### config.mk
export PLATFORM = sky130hd
export DESIGN_NAME = rsbus_d2r_mw_extractor_flat
export DESIGN_NICKNAME = d
export VERILOG_FILES = /design/src/rtl/rsbus_d2r_mw_extractor_if.sv /design/src/rtl/rsbus_d2r_mw_extractor.sv /design/src/flat_wrapper.sv
export SDC_FILE = /design/constraint.sdc
export NUM_CORES = 1
export LEC_CHECK = 0
export ABC_AREA = 1
export ABC_CLOCK_PERIOD_IN_PS = 2440
export CORE_ASPECT_RATIO = 0.6
export CORE_UTILIZATION = 40
export CTS_CLUSTER_DIAMETER = 60
export DETAILED_ROUTE_END_ITERATION = 16
export PLACE_DENSITY = 0.82
export SLEW_MARGIN = 15
export SYNTH_ARGS = -nofsm -noshare
export SYNTH_HDL_FRONTEND = slang
export SYNTH_SLANG_ARGS = --single-unit
### constraint.sdc
create_clock -name clk -period 2.44 [get_ports clk]
set_clock_uncertainty 0.05 [all_clocks]
set_input_delay 0.366 -clock clk [delete_from_list [all_inputs] [get_ports clk]]
set_output_delay 0.366 -clock clk [all_outputs]
set_load 0.02 [all_outputs]
### src/rtl/rsbus_d2r_mw_extractor_if.sv
// rsbus_d2r_mw_extractor_if
//   Groups the ring input, ring output, extracted-frame port and truncation
//   flag of the multi-window d2r extractor.
//   slave  : extractor side (takes ring input and TX space, drives ring/frame out)
//   master : environment side (drives ring input and TX space)
//   Signals: i_sof/i_ctrl/i_bus ring input; o_sof/o_ctrl/o_bus ring output;
//            frm_o_stb/sof/eof/bus extracted words; frm_o_rdy/frm_o_rdyE TX space
//            ([2w] short, [2w+1] long); err_trunc truncation pulse.
interface rsbus_d2r_mw_extractor_if #(
  parameter int NUM_WIN = 1
);
  logic                 i_sof;
  logic [11:0]          i_ctrl;
  logic [71:0]          i_bus;
  logic                 o_sof;
  logic [11:0]          o_ctrl;
  logic [71:0]          o_bus;
  logic [NUM_WIN-1:0]   frm_o_stb;
  logic                 frm_o_sof;
  logic                 frm_o_eof;
  logic [71:0]          frm_o_bus;
  logic [2*NUM_WIN-1:0] frm_o_rdy;
  logic [2*NUM_WIN-1:0] frm_o_rdyE;
  logic                 err_trunc;

  modport master (
    output i_sof, i_ctrl, i_bus, frm_o_rdy, frm_o_rdyE,
    input  o_sof, o_ctrl, o_bus, frm_o_stb, frm_o_sof, frm_o_eof, frm_o_bus, err_trunc
  );

  modport slave (
    input  i_sof, i_ctrl, i_bus, frm_o_rdy, frm_o_rdyE,
    output o_sof, o_ctrl, o_bus, frm_o_stb, frm_o_sof, frm_o_eof, frm_o_bus, err_trunc
  );
endinterface

### src/rtl/rsbus_d2r_mw_extractor.sv
// rsbus_d2r_mw_extractor
//   Multi-window ring-bus request extractor. Each request header on the ring is
//   compared against NUM_WIN address windows (lowest index wins). Hit frames with
//   TX space are copied to the selected TX port and marked consumed on the ring;
//   hits without space are marked for retry (reco); everything else passes
//   bit-exact. Frames are word-counted to flag end-of-frame and truncation.
//   Ports:
//     clk, rst_n : clock, asynchronous active-low reset
//     bus        : rsbus_d2r_mw_extractor_if.slave (ring in/out, frame port, err_trunc)
//     stat_ext   : frames extracted per port, 16-bit saturating   (stats build only)
//     stat_reco  : frames marked retry, 16-bit saturating         (stats build only)
//   Optional feature macro: RSBUS_D2R_MW_STATS_EN adds the statistics counters.
//   Latency: frame port = input +1 (+2 with ADDR_REG), ring = input +2 (+3).
module rsbus_d2r_mw_extractor #(
  parameter int                     NUM_WIN     = 1,
  parameter logic [NUM_WIN*39-1:0]  WIN_BASE    = '0,
  parameter logic [NUM_WIN*39-1:0]  WIN_LAST    = '0,
  parameter int                     ADDR_REG    = 0,
  parameter int                     SHORT_WORDS = 2,
  parameter int                     LONG_WORDS  = 9
) (
  input logic                      clk,
  input logic                      rst_n,
  rsbus_d2r_mw_extractor_if.slave  bus
`ifdef RSBUS_D2R_MW_STATS_EN
  ,
  output logic [16*NUM_WIN-1:0]    stat_ext,
  output logic [15:0]              stat_reco
`endif
);

  localparam int         WW        = (NUM_WIN > 1) ? $clog2(NUM_WIN) : 1;
  localparam logic [3:0] SHORT_LEN = 4'(SHORT_WORDS);
  localparam logic [3:0] LONG_LEN  = 4'(LONG_WORDS);

  typedef enum logic {S_IDLE = 1'b0, S_EXT = 1'b1} state_t;

  // Window compare on the raw input; 40-bit so the top address cannot wrap.
  logic [38:0]        in_addr;
  logic [NUM_WIN-1:0] in_hit;
  assign in_addr = {bus.i_bus[38:3], 3'b000};

  generate
    for (genvar gi = 0; gi < NUM_WIN; gi++) begin : g_win
      assign in_hit[gi] = ({1'b0, in_addr} >= {1'b0, WIN_BASE[gi*39 +: 39]}) &&
                          ({1'b0, in_addr} <= {1'b0, WIN_LAST[gi*39 +: 39]});
    end
  endgenerate

  // Decision-stage word: raw input, or one register later when ADDR_REG is set.
  logic               d_sof;
  logic [11:0]        d_ctrl;
  logic [71:0]        d_bus;
  logic [NUM_WIN-1:0] d_hit;

  generate
    if (ADDR_REG != 0) begin : g_areg
      logic               a_sof_reg;
      logic               a_ctrl_hi_reg;
      logic [3:0]         a_bus_hi_reg;
      logic [NUM_WIN-1:0] a_hit_reg;
      logic [10:0]        a_ctrl_lo_reg;
      logic [67:0]        a_bus_lo_reg;

      always_ff @(posedge clk or negedge rst_n) begin
        if (!rst_n) begin
          a_sof_reg     <= 1'b0;
          a_ctrl_hi_reg <= 1'b0;
          a_bus_hi_reg  <= '0;
          a_hit_reg     <= '0;
        end else begin
          a_sof_reg     <= bus.i_sof;
          a_ctrl_hi_reg <= bus.i_ctrl[11];
          a_bus_hi_reg  <= bus.i_bus[71:68];
          a_hit_reg     <= in_hit;
        end
      end

      always_ff @(posedge clk) begin
        a_ctrl_lo_reg <= bus.i_ctrl[10:0];
        a_bus_lo_reg  <= bus.i_bus[67:0];
      end

      assign d_sof  = a_sof_reg;
      assign d_ctrl = {a_ctrl_hi_reg, a_ctrl_lo_reg};
      assign d_bus  = {a_bus_hi_reg, a_bus_lo_reg};
      assign d_hit  = a_hit_reg;
    end else begin : g_noreg
      assign d_sof  = bus.i_sof;
      assign d_ctrl = bus.i_ctrl;
      assign d_bus  = bus.i_bus;
      assign d_hit  = in_hit;
    end
  endgenerate

  // Header decision
  logic          hdr_req, hit_any, rdy_sel, rdye_sel, ena, ena_e, reco;
  logic [WW-1:0] w_sel;

  always_comb begin
    hdr_req = d_sof & d_bus[71] & ~d_bus[2];
    hit_any = |d_hit;
    w_sel   = '0;
    for (int w = NUM_WIN - 1; w >= 0; w--) begin
      if (d_hit[w]) w_sel = WW'(w);
    end
    rdy_sel  = 1'b0;
    rdye_sel = 1'b0;
    for (int w = 0; w < NUM_WIN; w++) begin
      if (w_sel == WW'(w)) begin
        rdy_sel  = bus.frm_o_rdy[2*w + (d_bus[39] ? 1 : 0)];
        rdye_sel = bus.frm_o_rdyE[2*w + (d_bus[39] ? 1 : 0)];
      end
    end
    ena   = hdr_req & hit_any & rdy_sel;
    ena_e = hdr_req & hit_any & (d_bus[69:68] == 2'b11) & rdye_sel;
    reco  = hdr_req & hit_any & ~ena & ~ena_e;
  end

  // Extraction FSM: S_EXT while the word count is below the frame length.
  state_t             state_reg, state_next;
  logic [3:0]         cnt_reg, cnt_next;
  logic [3:0]         tgt_reg, tgt_next;
  logic [WW-1:0]      port_reg, port_next;
  logic [NUM_WIN-1:0] stb_reg, stb_next;
  logic               fsof_reg, fsof_next;
  logic               feof_reg, feof_next;
  logic               trunc_reg, trunc_next;
  logic               ext;

  always_comb begin
    state_next = state_reg;
    cnt_next   = cnt_reg;
    tgt_next   = tgt_reg;
    port_next  = port_reg;
    fsof_next  = 1'b0;
    feof_next  = 1'b0;
    trunc_next = 1'b0;
    ext        = 1'b0;
    if (d_sof) begin
      // Any sof ends the current frame; a frame still short of its length is truncated.
      trunc_next = (state_reg == S_EXT);
      state_next = S_IDLE;
      if (ena | ena_e) begin
        ext        = 1'b1;
        port_next  = w_sel;
        tgt_next   = d_bus[39] ? LONG_LEN : SHORT_LEN;
        cnt_next   = 4'd1;
        fsof_next  = 1'b1;
        feof_next  = (tgt_next == 4'd1);
        state_next = feof_next ? S_IDLE : S_EXT;
      end
    end else if (state_reg == S_EXT) begin
      ext       = 1'b1;
      cnt_next  = cnt_reg + 4'd1;
      feof_next = (cnt_next == tgt_reg);
      if (feof_next) state_next = S_IDLE;
    end
    for (int w = 0; w < NUM_WIN; w++) begin
      stb_next[w] = ext && (port_next == WW'(w));
    end
  end

  // Stage 1: decision-stage word plus the ring edits to apply at stage 2.
  logic        s1_sof_reg, s1_ctrl_hi_reg, s1_clr_reg, s1_ctl0_reg, s1_reco_reg;
  logic [3:0]  s1_bus_hi_reg;
  logic [10:0] s1_ctrl_lo_reg;
  logic [67:0] s1_bus_lo_reg;
  logic [71:0] s1_bus;

  // Stage 2: ring output
  logic        o_sof_reg, o_ctrl_hi_reg;
  logic [3:0]  o_bus_hi_reg;
  logic [10:0] o_ctrl_lo_reg;
  logic [67:0] o_bus_lo_reg;

  assign s1_bus = {s1_bus_hi_reg, s1_bus_lo_reg};

  always_ff @(posedge clk or negedge rst_n) begin
    if (!rst_n) begin
      state_reg      <= S_IDLE;
      cnt_reg        <= '0;
      tgt_reg        <= '0;
      port_reg       <= '0;
      stb_reg        <= '0;
      fsof_reg       <= 1'b0;
      feof_reg       <= 1'b0;
      trunc_reg      <= 1'b0;
      s1_sof_reg     <= 1'b0;
      s1_ctrl_hi_reg <= 1'b0;
      s1_bus_hi_reg  <= '0;
      s1_clr_reg     <= 1'b0;
      s1_ctl0_reg    <= 1'b0;
      s1_reco_reg    <= 1'b0;
      o_sof_reg      <= 1'b0;
      o_ctrl_hi_reg  <= 1'b0;
      o_bus_hi_reg   <= '0;
    end else begin
      state_reg      <= state_next;
      cnt_reg        <= cnt_next;
      tgt_reg        <= tgt_next;
      port_reg       <= port_next;
      stb_reg        <= stb_next;
      fsof_reg       <= fsof_next;
      feof_reg       <= feof_next;
      trunc_reg      <= trunc_next;
      s1_sof_reg     <= d_sof;
      s1_ctrl_hi_reg <= d_ctrl[11];
      s1_bus_hi_reg  <= d_bus[71:68];
      s1_clr_reg     <= ext;
      s1_ctl0_reg    <= d_sof & ena;   // express-only extraction keeps the header ctrl
      s1_reco_reg    <= reco;
      o_sof_reg      <= s1_sof_reg;
      o_ctrl_hi_reg  <= s1_ctl0_reg ? 1'b0 : s1_ctrl_hi_reg;
      o_bus_hi_reg   <= {s1_bus_hi_reg[3] & ~s1_clr_reg,
                         (s1_bus_hi_reg[2] & ~s1_clr_reg) | s1_reco_reg,
                         s1_bus_hi_reg[1:0]};
    end
  end

  always_ff @(posedge clk) begin
    s1_ctrl_lo_reg <= d_ctrl[10:0];
    s1_bus_lo_reg  <= d_bus[67:0];
    o_ctrl_lo_reg  <= s1_ctl0_reg ? 11'd0 : s1_ctrl_lo_reg;
    o_bus_lo_reg   <= s1_bus_lo_reg;
  end

  assign bus.o_sof     = o_sof_reg;
  assign bus.o_ctrl    = {o_ctrl_hi_reg, o_ctrl_lo_reg};
  assign bus.o_bus     = {o_bus_hi_reg, o_bus_lo_reg};
  assign bus.frm_o_stb = stb_reg;
  assign bus.frm_o_sof = fsof_reg;
  assign bus.frm_o_eof = feof_reg;
  assign bus.frm_o_bus = s1_bus;     // extracted copy is the unmodified word
  assign bus.err_trunc = trunc_reg;

`ifdef RSBUS_D2R_MW_STATS_EN
  generate
    for (genvar gi = 0; gi < NUM_WIN; gi++) begin : g_stat
      logic [15:0] ext_cnt_reg;
      always_ff @(posedge clk or negedge rst_n) begin
        if (!rst_n) begin
          ext_cnt_reg <= '0;
        end else if (fsof_next && stb_next[gi] && ext_cnt_reg != 16'hFFFF) begin
          ext_cnt_reg <= ext_cnt_reg + 16'd1;
        end
      end
      assign stat_ext[gi*16 +: 16] = ext_cnt_reg;
    end
  endgenerate

  logic [15:0] reco_cnt_reg;
  always_ff @(posedge clk or negedge rst_n) begin
    if (!rst_n) begin
      reco_cnt_reg <= '0;
    end else if (reco && reco_cnt_reg != 16'hFFFF) begin
      reco_cnt_reg <= reco_cnt_reg + 16'd1;
    end
  end
  assign stat_reco = reco_cnt_reg;
`endif

endmodule

### src/flat_wrapper.sv
// flat-port wrapper written by rule: the top's interface ports become plain ports
module rsbus_d2r_mw_extractor_flat 
#(
  parameter int                     NUM_WIN     = 1,
  parameter logic [NUM_WIN*39-1:0]  WIN_BASE    = '0,
  parameter logic [NUM_WIN*39-1:0]  WIN_LAST    = '0,
  parameter int                     ADDR_REG    = 0,
  parameter int                     SHORT_WORDS = 2,
  parameter int                     LONG_WORDS  = 9
)
  (clk, rst_n, bus_i_sof, bus_i_ctrl, bus_i_bus, bus_frm_o_rdy, bus_frm_o_rdyE, bus_o_sof, bus_o_ctrl, bus_o_bus, bus_frm_o_stb, bus_frm_o_sof, bus_frm_o_eof, bus_frm_o_bus, bus_err_trunc);
  rsbus_d2r_mw_extractor_if #(.NUM_WIN(NUM_WIN)) bus_i ();
  input logic clk;
  input logic rst_n;
  input wire logic [$bits(bus_i.i_sof)-1:0] bus_i_sof;
  input wire logic [$bits(bus_i.i_ctrl)-1:0] bus_i_ctrl;
  input wire logic [$bits(bus_i.i_bus)-1:0] bus_i_bus;
  input wire logic [$bits(bus_i.frm_o_rdy)-1:0] bus_frm_o_rdy;
  input wire logic [$bits(bus_i.frm_o_rdyE)-1:0] bus_frm_o_rdyE;
  output wire logic [$bits(bus_i.o_sof)-1:0] bus_o_sof;
  output wire logic [$bits(bus_i.o_ctrl)-1:0] bus_o_ctrl;
  output wire logic [$bits(bus_i.o_bus)-1:0] bus_o_bus;
  output wire logic [$bits(bus_i.frm_o_stb)-1:0] bus_frm_o_stb;
  output wire logic [$bits(bus_i.frm_o_sof)-1:0] bus_frm_o_sof;
  output wire logic [$bits(bus_i.frm_o_eof)-1:0] bus_frm_o_eof;
  output wire logic [$bits(bus_i.frm_o_bus)-1:0] bus_frm_o_bus;
  output wire logic [$bits(bus_i.err_trunc)-1:0] bus_err_trunc;
  assign bus_i.i_sof = bus_i_sof;
  assign bus_i.i_ctrl = bus_i_ctrl;
  assign bus_i.i_bus = bus_i_bus;
  assign bus_i.frm_o_rdy = bus_frm_o_rdy;
  assign bus_i.frm_o_rdyE = bus_frm_o_rdyE;
  assign bus_o_sof = bus_i.o_sof;
  assign bus_o_ctrl = bus_i.o_ctrl;
  assign bus_o_bus = bus_i.o_bus;
  assign bus_frm_o_stb = bus_i.frm_o_stb;
  assign bus_frm_o_sof = bus_i.frm_o_sof;
  assign bus_frm_o_eof = bus_i.frm_o_eof;
  assign bus_frm_o_bus = bus_i.frm_o_bus;
  assign bus_err_trunc = bus_i.err_trunc;
  rsbus_d2r_mw_extractor #(.NUM_WIN(NUM_WIN), .WIN_BASE(WIN_BASE), .WIN_LAST(WIN_LAST), .ADDR_REG(ADDR_REG), .SHORT_WORDS(SHORT_WORDS), .LONG_WORDS(LONG_WORDS)) u_core (.clk(clk), .rst_n(rst_n), .bus(bus_i));
endmodule
Word level (Yosys, flattened, before mapping)
Cells that the tools add are included.
- divide/modulo/power cells: 0
- add/subtract/negate cells: 1
- multipliers: 0
- $lt $le $gt $ge: 2
- muxes and demuxes: 27
- equal/unequal tests: 4
- bitwise logic cells: 18
- shifts and indexed selects: 0
- reductions and logical operators: 4
- operator list (kind ; count):
    $le A39 B1 Y1 const B ; 1
    $lt A32 B3 Y1 const B ; 1
    $mux W1 ; 23
    $mux W4 ; 4
    $and A1 B1 Y1 ; 11
    $not A1 Y1 ; 5
    $add A4 B1 Y4 const B ; 1
    $eq A4 B1 Y1 const B ; 1
    $eq A4 B4 Y1 ; 1
    $reduce_and A2 Y1 ; 2
    $eq A2 B2 Y1 const B ; 1
    $ne A2 B1 Y1 const B ; 1
    $or A1 B1 Y1 ; 2
    $reduce_bool A2 Y1 ; 1
    $logic_and A1 B1 Y1 ; 1
- register bits: 187
- output and inout port bits: 161
- memory bits (read-only): 0
- bits in writable memories: 0
- latch bits: 0
- memories kept: 0
- input bits: 91
- logic and storage cells: 77

Longest topological paths before layout
Gate-level depths: netlist (run 1).
- depth after elaboration: 10
- depth in mapped cells: 10
- mapped depth without buffers: 9

Worst setup path after synthesis (run 1)
Ideal clock, no wire load.
- kind: register to register
- from: reg u_core.cnt_reg[0]
- to: reg u_core.state_reg
- arrival: 1.144 ns
- path buffers: 0
- data required time: 2.259 ns
- period minus slack after synthesis: 1.326 ns
- setup time: 0.131 ns
- setup slack: 1.114 ns
- cell stages (with the launch flop): 6
- cell sequence: dfrtp_1 > ha_1 > xnor2_1 > nand3_1 > a21oi_1 > o21ai_0
- cells in the longest elaborated chain, start to end: 5
- ends and longest elaborated chain (element ; line ; source):
    start, declared ; rsbus_d2r_mw_extractor.sv:122 ; logic [3:0] cnt_reg, cnt_next;
    start signal, assigned ; rsbus_d2r_mw_extractor.sv:200 ; cnt_reg <= cnt_next;
    $add A4 B1 Y4 ; rsbus_d2r_mw_extractor.sv:155 ; cnt_next = cnt_reg + 4'd1;
    $eq A4 B4 Y1 ; rsbus_d2r_mw_extractor.sv:156 ; feof_next = (cnt_next == tgt_reg);
    $mux W1 ; rsbus_d2r_mw_extractor.sv:157 ; if (feof_next) state_next = S_IDLE;
    $mux W1 ; rsbus_d2r_mw_extractor.sv:153 ; end else if (state_reg == S_EXT) begin
    $mux W1 ; rsbus_d2r_mw_extractor.sv:140 ; if (d_sof) begin
    via u_core.state_next ; rsbus_d2r_mw_extractor.sv:121 ; state_t state_reg, state_next;
    end signal, assigned ; rsbus_d2r_mw_extractor.sv:199 ; state_reg <= state_next;
    end, declared ; rsbus_d2r_mw_extractor.sv:121 ;
The timed path passes the listed nets, and every way through them passes these cells.
A chain may end at the register's enable or synchronous reset.

Worst setup path after layout (run 1)
- from: reg u_core.s1_bus_lo_reg[22]
- to: out bus_frm_o_bus[22]
- RTL lines (element ; line ; source):
    start, declared ; rsbus_d2r_mw_extractor.sv:168 ; logic [67:0] s1_bus_lo_reg;
    start signal, assigned ; rsbus_d2r_mw_extractor.sv:223 ; s1_bus_lo_reg <= d_bus[67:0];
    end, declared ; flat_wrapper.sv:26 ; output wire logic [$bits(bus_i.frm_o_bus)-1:0] bus_frm_o_bus;
No word-level cell between the ends.

==> results of run 1 <==
[power groups by stage]
stage	combinational (µW)	sequential (µW)	clock (µW)
2_1_floorplan	28.9	3460	0
3_3_place_gp	647	3290	0
3_5_place_dp	654	3300	0
4_1_cts	658	3230	2660
5_1_grt	681	3250	2790
6_report	650	3230	2600
[cell type report]
cell class	instances	area, µm²	share of cell area [%]
Clock buffer	18	429	5.62
Clock inverter	14	138	1.80
Inverter	27	101	1.33
Multi-Input combinational cell	93	438	5.73
Sequential cell	185	3840	50.3
Tap cell	139	174	2.28
Timing Repair Buffer	252	2520	33.0
[stage by stage]
step / hold slack, ns / worst slack [ns] / cell area (µm²) / cells
2_1_floorplan: 0.0204 / 1.11 / 4400 / 308
3_3_place_gp: 0.284 / 0.433 / 7070 / 696
3_5_place_dp: 0.286 / 0.357 / 7070 / 696
4_1_cts: 0.267 / 0.604 / 7640 / 728
5_1_grt: 0.295 / 0.575 / 7640 / 728
6_report: 0.278 / 0.633 / 7640 / 728
[final timing paths]
| path | startpoint | to | slack (ns) | cells after the start |
|---|---|---|---|---|
| hold reg to reg | u_core.s1_sof_reg | u_core.bus.o_sof | 0.29 | 0 |
| max in group asynchronous | rst_n | u_core.cnt_reg[2] | 1.80 | 2 |
| setup reg to reg | u_core.cnt_reg[0] | u_core.state_reg | 0.88 | 5 |
| hold / removal | rst_n | u_core.o_bus_hi_reg[3] | 0.28 | 2 |
| min in group clk | u_core.s1_sof_reg | u_core.bus.o_sof | 0.29 | 0 |
| setup / recovery | u_core.s1_bus_lo_reg[22] | bus_frm_o_bus[22] | 0.63 | 1 |
[per-layer routing]
| layer | track usage [%] | routed length, µm | vias up |
|---|---|---|---|
| li1 | - | - | 1484 |
| met1 | 21.9 | 4360 | 1411 |
| met2 | 34.6 | 5550 | 140 |
| met3 | 7.75 | 1040 | 13 |
| met4 | 7.19 | 111 | 0 |
| met5 | 0 | 0 | - |
[cells in the final DEF, fill, tap and decap left out]
cell and n:
buf_4 1, clkinv_2 3, ha_1 1, or2_2 2, a21oi_2 1, o21ai_0 3
clkbuf_1 1, nand3_2 1, xor2_1 1, nand4_1 4, nor2_2 2, clkinvlp_4 2
clkdlybuf4s50_1 251, inv_8 3, a21oi_1 1, dfxtp_1 158, o21bai_1 1, nor2_1 35
bufinv_16 1, nand3_1 7, clkbuf_16 17, clkinv_4 2, nand2_1 26, inv_6 3
o21ai_2 1, dfrtp_1 27, inv_1 26, xnor2_1 2, inv_2 1, nor3_1 1
nand2_2 4
[cell families (layout without fill, tap and decap cells)]
group / count (synthesis) / count (layout) / share of synthesized area, %
and+or+nand+nor: 82 / 82 / 8.05
adders and majority gates: 1 / 1 / 0.284
xor gates and xnor gates: 3 / 3 / 0.597
AOI/OAI and AO/OA: 7 / 7 / 1.02
buffers and inverters: 30 / 311 / 2.81
DFF: 185 / 185 / 87.2
==> out/results.txt, run 1 <==
Warnings from Yosys -> 0
Number of DRC markers in iteration 0 -> 88
Number of instances in the synthesized netlist -> 308
Worst Path Buf+Inv -> 1
Setup Fix Bufs, Post-CTS -> 0
Buffers from clock root to sink, at most -> 2
Number of antenna violations at the first check in global routing -> 0
Distinct cells, synth -> 24
Remaining antenna violation count -> 0
# port buffers -> 251
TritonCTS Buffers -> 17
Ranking of synthesized cells by instance count -> 158 x dfxtp_1, 35 x nor2_1, 27 x dfrtp_1, 26 x inv_1, 26 x nand2_1
Ordered list of cells on the worst path -> clkdlybuf4s50_1
Average wire per standard cell -> 15.2 µm
Class of the most critical hold timing path -> in2async
Chip Width -> 137 µm
Overall power of the completed layout -> 6480 µW
Area leader, netlist -> dfxtp_1
Worst slew margin relative to its limit -> 73.9%
Share of final-layout standard cells stronger than drive strength 1 -> 7.47%
Die Footprint -> 11400 µm²
Via count of the first global-routing pass -> 3151
Initial Util -> 41.4%
Top cell family by delay on the critical path -> buffers and inverters
CTS tree -> built
Largest net degree at the start of global routing -> 28
Required @ worst endpoint -> 2.02 ns
Run status -> finished, final reports clean
Yosys top cell area share -> 71.9%
Portion of total power attributed to sequential cells -> 49.9%
Placement row count -> 29
Area contributors post-synth -> dfxtp_1 72%, dfrtp_1 15%, nor2_1 3.0%
Netlist area before placement -> 4400 µm²
Final count of negative-setup-slack endpoints -> 0
Max_cap viols -> 0
IO Count -> 252
Power density relative to cell area -> 848 nW/µm²
Global route total overflow -> 0
Unrepaired setup endpoints after global routing -> false
Post-route DRC violation count -> 0
Clk pin slew, worst setup/hold paths -> 0.07 ns
Gate power share -> 10.0%
Crit path time final -> 1.81 ns
CP Data Arrival Time -> 1.39 ns
Lkg Pwr -> 0.00328 µW
Floorplan core area -> 10600 µm²
Cts hold-fix bufs -> 0
CP endpoint kind -> output port
CTS sink cnt -> 185
CTS root buf -> clkbuf_16
Final cycle utilization of the critical path -> 74.0%
Final estimated routing congestion in global placement -> 0.787
# nets final -> 668
Final Hold Vio Count -> 0
Synthesized flop and latch total -> 185
Die height -> 83.2 µm
Number of diodes -> 0
Resized Gates After CTS -> 0
Final-layout fill cell count -> 727
Library cell with the highest instance count after synthesis -> dfxtp_1
Wire length after detailed routing -> 11100 µm
Via Count -> 3048
Synth Net Count -> 400
Detailed Place HPWL -> 8530 µm
All-Layer GR Usage -> 19.9%
Internal Pwr Total -> 4970 µW
Switching part of the total power -> 23.3%
Highest Clock Rate -> 554 MHz
First-pass GRT wire length -> 16700 µm
Clock latency on the worst-skew pair -> 0.41 ns
Highest ir drop seen on vdd -> 0.528 mV
Switching power summed over all nets -> 1510 µW
Clock share of power -> 40.1%
Mean post-synth cell area -> 14.3 µm²
Register area share after synthesis -> 87.2%
Maximum cell stage delay along the critical path -> 0.64 ns
Final slew viol count -> 0
Most used flip-flop cell after synthesis -> dfxtp_1
Utilization after layout -> 71.8%
Number of levels the H-tree was split into -> 4
Area grow syn2layout -> 73.6%
Path type of the worst setup path -> reg2out
Pin slew with the least headroom to its limit -> 0.391 ns
Number of enable flip-flop cells after synthesis -> 0
First-pass detailed-route iteration total -> 4
Async S/R FF share, synth -> 14.6%
Aggregate negative setup slack -> 0 ns
Critical path launch point type -> flop
Via count normalized by instance count -> 4.19
Standard cell with the maximum stage delay on the critical path -> clkdlybuf4s50_1
CP Max Fanout -> 2
Note: power is estimated with default switching activity, not from simulation.
==> run 2: changes to the inputs <==
--- a/config.mk
+++ b/config.mk
@@ -6,12 +6,12 @@
 export NUM_CORES = 1
 export LEC_CHECK = 0
 export ABC_AREA = 1
-export ABC_CLOCK_PERIOD_IN_PS = 2440
+export ABC_CLOCK_PERIOD_IN_PS = 1700
 export CORE_ASPECT_RATIO = 0.6
-export CORE_UTILIZATION = 40
+export CORE_UTILIZATION = 37
 export CTS_CLUSTER_DIAMETER = 60
 export DETAILED_ROUTE_END_ITERATION = 16
-export PLACE_DENSITY = 0.82
+export PLACE_DENSITY = 0.76
 export SLEW_MARGIN = 15
 export SYNTH_ARGS = -nofsm -noshare
 export SYNTH_HDL_FRONTEND = slang
==> constraint.sdc (replaced) <==
create_clock -name clk -period 1.7 [get_ports clk]
set_clock_uncertainty 0.05 [all_clocks]
set_input_delay 0.255 -clock clk [delete_from_list [all_inputs] [get_ports clk]]
set_output_delay 0.255 -clock clk [all_outputs]
set_load 0.02 [all_outputs]
==> run 2 against run 1 <==
Global-route usage fell by 0.60 points; cell count rose by 4.3%; clock power rose by 57%; sequential cell count did not move; power rose by 49%; setup slack got worse by 0.60 ns; non-clock buffer count rose by 10.
==> out/results.txt, run 2 (synthesis gave the netlist of run 1 again) <==
Run status -> finished, final reports clean (unchanged)
Setup Fix Bufs, Post-CTS -> 0 (unchanged)
Global route total overflow -> 0 (unchanged)
Detailed Place HPWL -> 8890 µm (was 8530 µm)
Switching power summed over all nets -> 2210 µW (was 1510 µW)
Critical path launch point type -> flop (unchanged)
Max_cap viols -> 0 (unchanged)
Post-route cell area -> 7910 µm² (was 7640 µm²)
Area occupied by multi-input gates -> 445 µm² (was 438 µm²)
First-pass detailed-route iteration total -> 4 (unchanged)
Clock share of power -> 42.2% (was 40.1%)
Commonest cells after routing, fill and taps aside -> 182 x clkdlybuf4s50_1, 158 x dfxtp_1, 53 x dlymetal6s2s_1, 35 x nor2_1, 27 x dfrtp_1 (was 251 x clkdlybuf4s50_1, 158 x dfxtp_1, 35 x nor2_1, 27 x dfrtp_1)
TritonCTS Buffers -> 17 (unchanged)
Floorplan core area -> 11400 µm² (was 10600 µm²)
Top routing layer in use -> met4 (unchanged)
Final slew viol count -> 0 (unchanged)
Required @ worst endpoint -> 1.39 ns (was 2.02 ns)
Switching part of the total power -> 23.0% (was 23.3%)
Final Hold Vio Count -> 0 (unchanged)
Standard cell with the maximum stage delay on the critical path -> clkdlybuf4s50_1 (unchanged)
Remaining antenna violation count -> 0 (unchanged)
Crit path time final -> 1.67 ns
Number of levels the H-tree was split into -> 4 (unchanged)
Largest net degree at the start of global routing -> 28 (unchanged)
Ordered list of cells on the worst path -> clkdlybuf4s50_1 (unchanged)
Final count of negative-setup-slack endpoints -> 0 (unchanged)
Gate power share -> 9.7% (was 10.0%)
Startpoint of the worst-slack reg-to-reg timing path -> u_core.cnt_reg[0] (unchanged)
Class of the most critical hold timing path -> in2async (unchanged)
Power density relative to cell area -> 1220 nW/µm² (was 848 nW/µm²)
Final-layout fill cell count -> 803 (was 727)
Worst setup margin -> 0.0346 ns (was 0.633 ns)
Initial Util -> 38.4% (was 41.4%)
CTS tree -> built (unchanged)
Placement row count -> 30 (was 29)
Die Footprint -> 12300 µm² (was 11400 µm²)
CP Data Arrival Time -> 1.36 ns (was 1.39 ns)
# port buffers -> 251 (unchanged)
Final cycle utilization of the critical path -> 98.0%
Clock latency on the worst-skew pair -> 0.41 ns (about the same)
Post-route DRC violation count -> 0 (unchanged)
Number of DRC markers in iteration 0 -> 70 (was 88)
Final estimated routing congestion in global placement -> 0.795 (was 0.787)
Placed standard-cell area -> 7170 µm² (was 7070 µm²)
Clk pin slew, worst setup/hold paths -> 0.07 ns (about the same)
Area grow syn2layout -> 79.8% (was 73.6%)
Critical path origin -> u_core.o_bus_lo_reg[54] (was u_core.s1_bus_lo_reg[22])
IO Count -> 252 (unchanged)
Pin slew with the least headroom to its limit -> 0.395 ns (was 0.391 ns)
Via count of the first global-routing pass -> 3222 (was 3151)
Highest Clock Rate -> 600 MHz
Seq. cell area -> 3840 µm² (unchanged)
Share of final-layout standard cells stronger than drive strength 1 -> 8.85% (was 7.47%)
Path type of the worst setup path -> reg2out (unchanged)
Lkg Pwr -> 0.00388 µW (was 0.00328 µW)
Die height -> 86.5 µm (was 83.2 µm)
Portion of total power attributed to sequential cells -> 48.1% (was 49.9%)
Buffers from clock root to sink, at most -> 2 (unchanged)
Via Count -> 3079 (was 3048)
CP Max Fanout -> 1 (was 2)
Internal Pwr Total -> 7420 µW (was 4970 µW)
CTS root buf -> clkbuf_16 (unchanged)
CP endpoint kind -> output port (unchanged)
Chip Width -> 143 µm (was 137 µm)
Post-place setup slack -> -0.266 ns (was 0.357 ns)
Via count normalized by instance count -> 4.06 (was 4.19)
Average wire per standard cell -> 15.7 µm (was 15.2 µm)
CTS sink cnt -> 185 (unchanged)
M1 WL -> 4770 µm (was 4360 µm)
Met2 routed wirelength -> 5870 µm (was 5550 µm)
# nets final -> 678 (was 668)
Worst slew margin relative to its limit -> 73.7% (was 73.9%)
Maximum cell stage delay along the critical path -> 0.63 ns (was 0.64 ns)
Unrepaired setup endpoints after global routing -> false (unchanged)
Wire length after detailed routing -> 11900 µm (was 11100 µm)
Highest ir drop seen on vdd -> 0.754 mV (was 0.528 mV)
Number of antenna violations at the first check in global routing -> 0 (unchanged)
Top cell family by delay on the critical path -> buffers and inverters (unchanged)
Most common cell after layout, fill and taps aside -> clkdlybuf4s50_1 (unchanged)
All-Layer GR Usage -> 19.4% (was 19.9%)
Worst Path Buf+Inv -> 1 (unchanged)
Number of diodes -> 0 (unchanged)
First-pass GRT wire length -> 17300 µm (was 16700 µm)
Total met3 wirelength after detailed routing -> 1150 µm (was 1040 µm)
==> run 2: metrics by stage <==
stage	hold WS (ns)	utilization (%)	power (µW)	setup TNS (ns)	std cells
final	0.176	69.1	9640	0	759
after global routing	0.187	69.1	9970	0	759
after CTS	0.175	67.9	9730	0	759
after detailed placement	0.285	62.7	5700	-2.19	727
after global placement	0.282	62.7	5680	-1.46	727
after floorplan	-0.0906	-	5010	0	308
==> run 2: final cells by class <==
type                    instances  share of cell area (%)
clock buffers                  19                    5.47
clock inverters                13                    2.33
inverters                      27                    1.28
multi-input cells              93                    5.63
flip-flops and latches        185                    48.5
well taps                     160                    2.53
repair buffers                262                    34.2
==> run 2: repair_timing <==
action | CTS | global route
resized for setup | 16 | 54
hold buffers | 0 | 0
setup endpoints to repair | 16 | 57
==> run 2: worst paths after layout <==
path	end	slack [ns]	cells after the start
setup / recovery	bus_o_bus[54]	0.03	1
min in group clk	u_core.s1_bus_lo_reg[54]	0.23	1
hold / removal	u_core.o_ctrl_hi_reg	0.18	2
max in group asynchronous	u_core.tgt_reg[1]	1.17	2
setup reg to reg	u_core.bus.frm_o_eof	0.20	6
hold reg to reg	u_core.o_bus_lo_reg[10]	0.30	0
==> run 2: metal layers <==
layer / up-vias / global-route usage, %
li1: 1501 / -
met1: 1439 / 21.2
met2: 129 / 34.2
met3: 10 / 8.40
met4: 0 / 5.67
met5: - / 0
==> run 2: power groups by stage <==
stage | combinational, µW | sequential (µW) | clock (µW)
after global routing | 973 | 4660 | 4340
after floorplan | 41.5 | 4970 | 0
after detailed placement | 960 | 4730 | 0
final | 930 | 4640 | 4070
after CTS | 953 | 4640 | 4140
after global placement | 952 | 4730 | 0
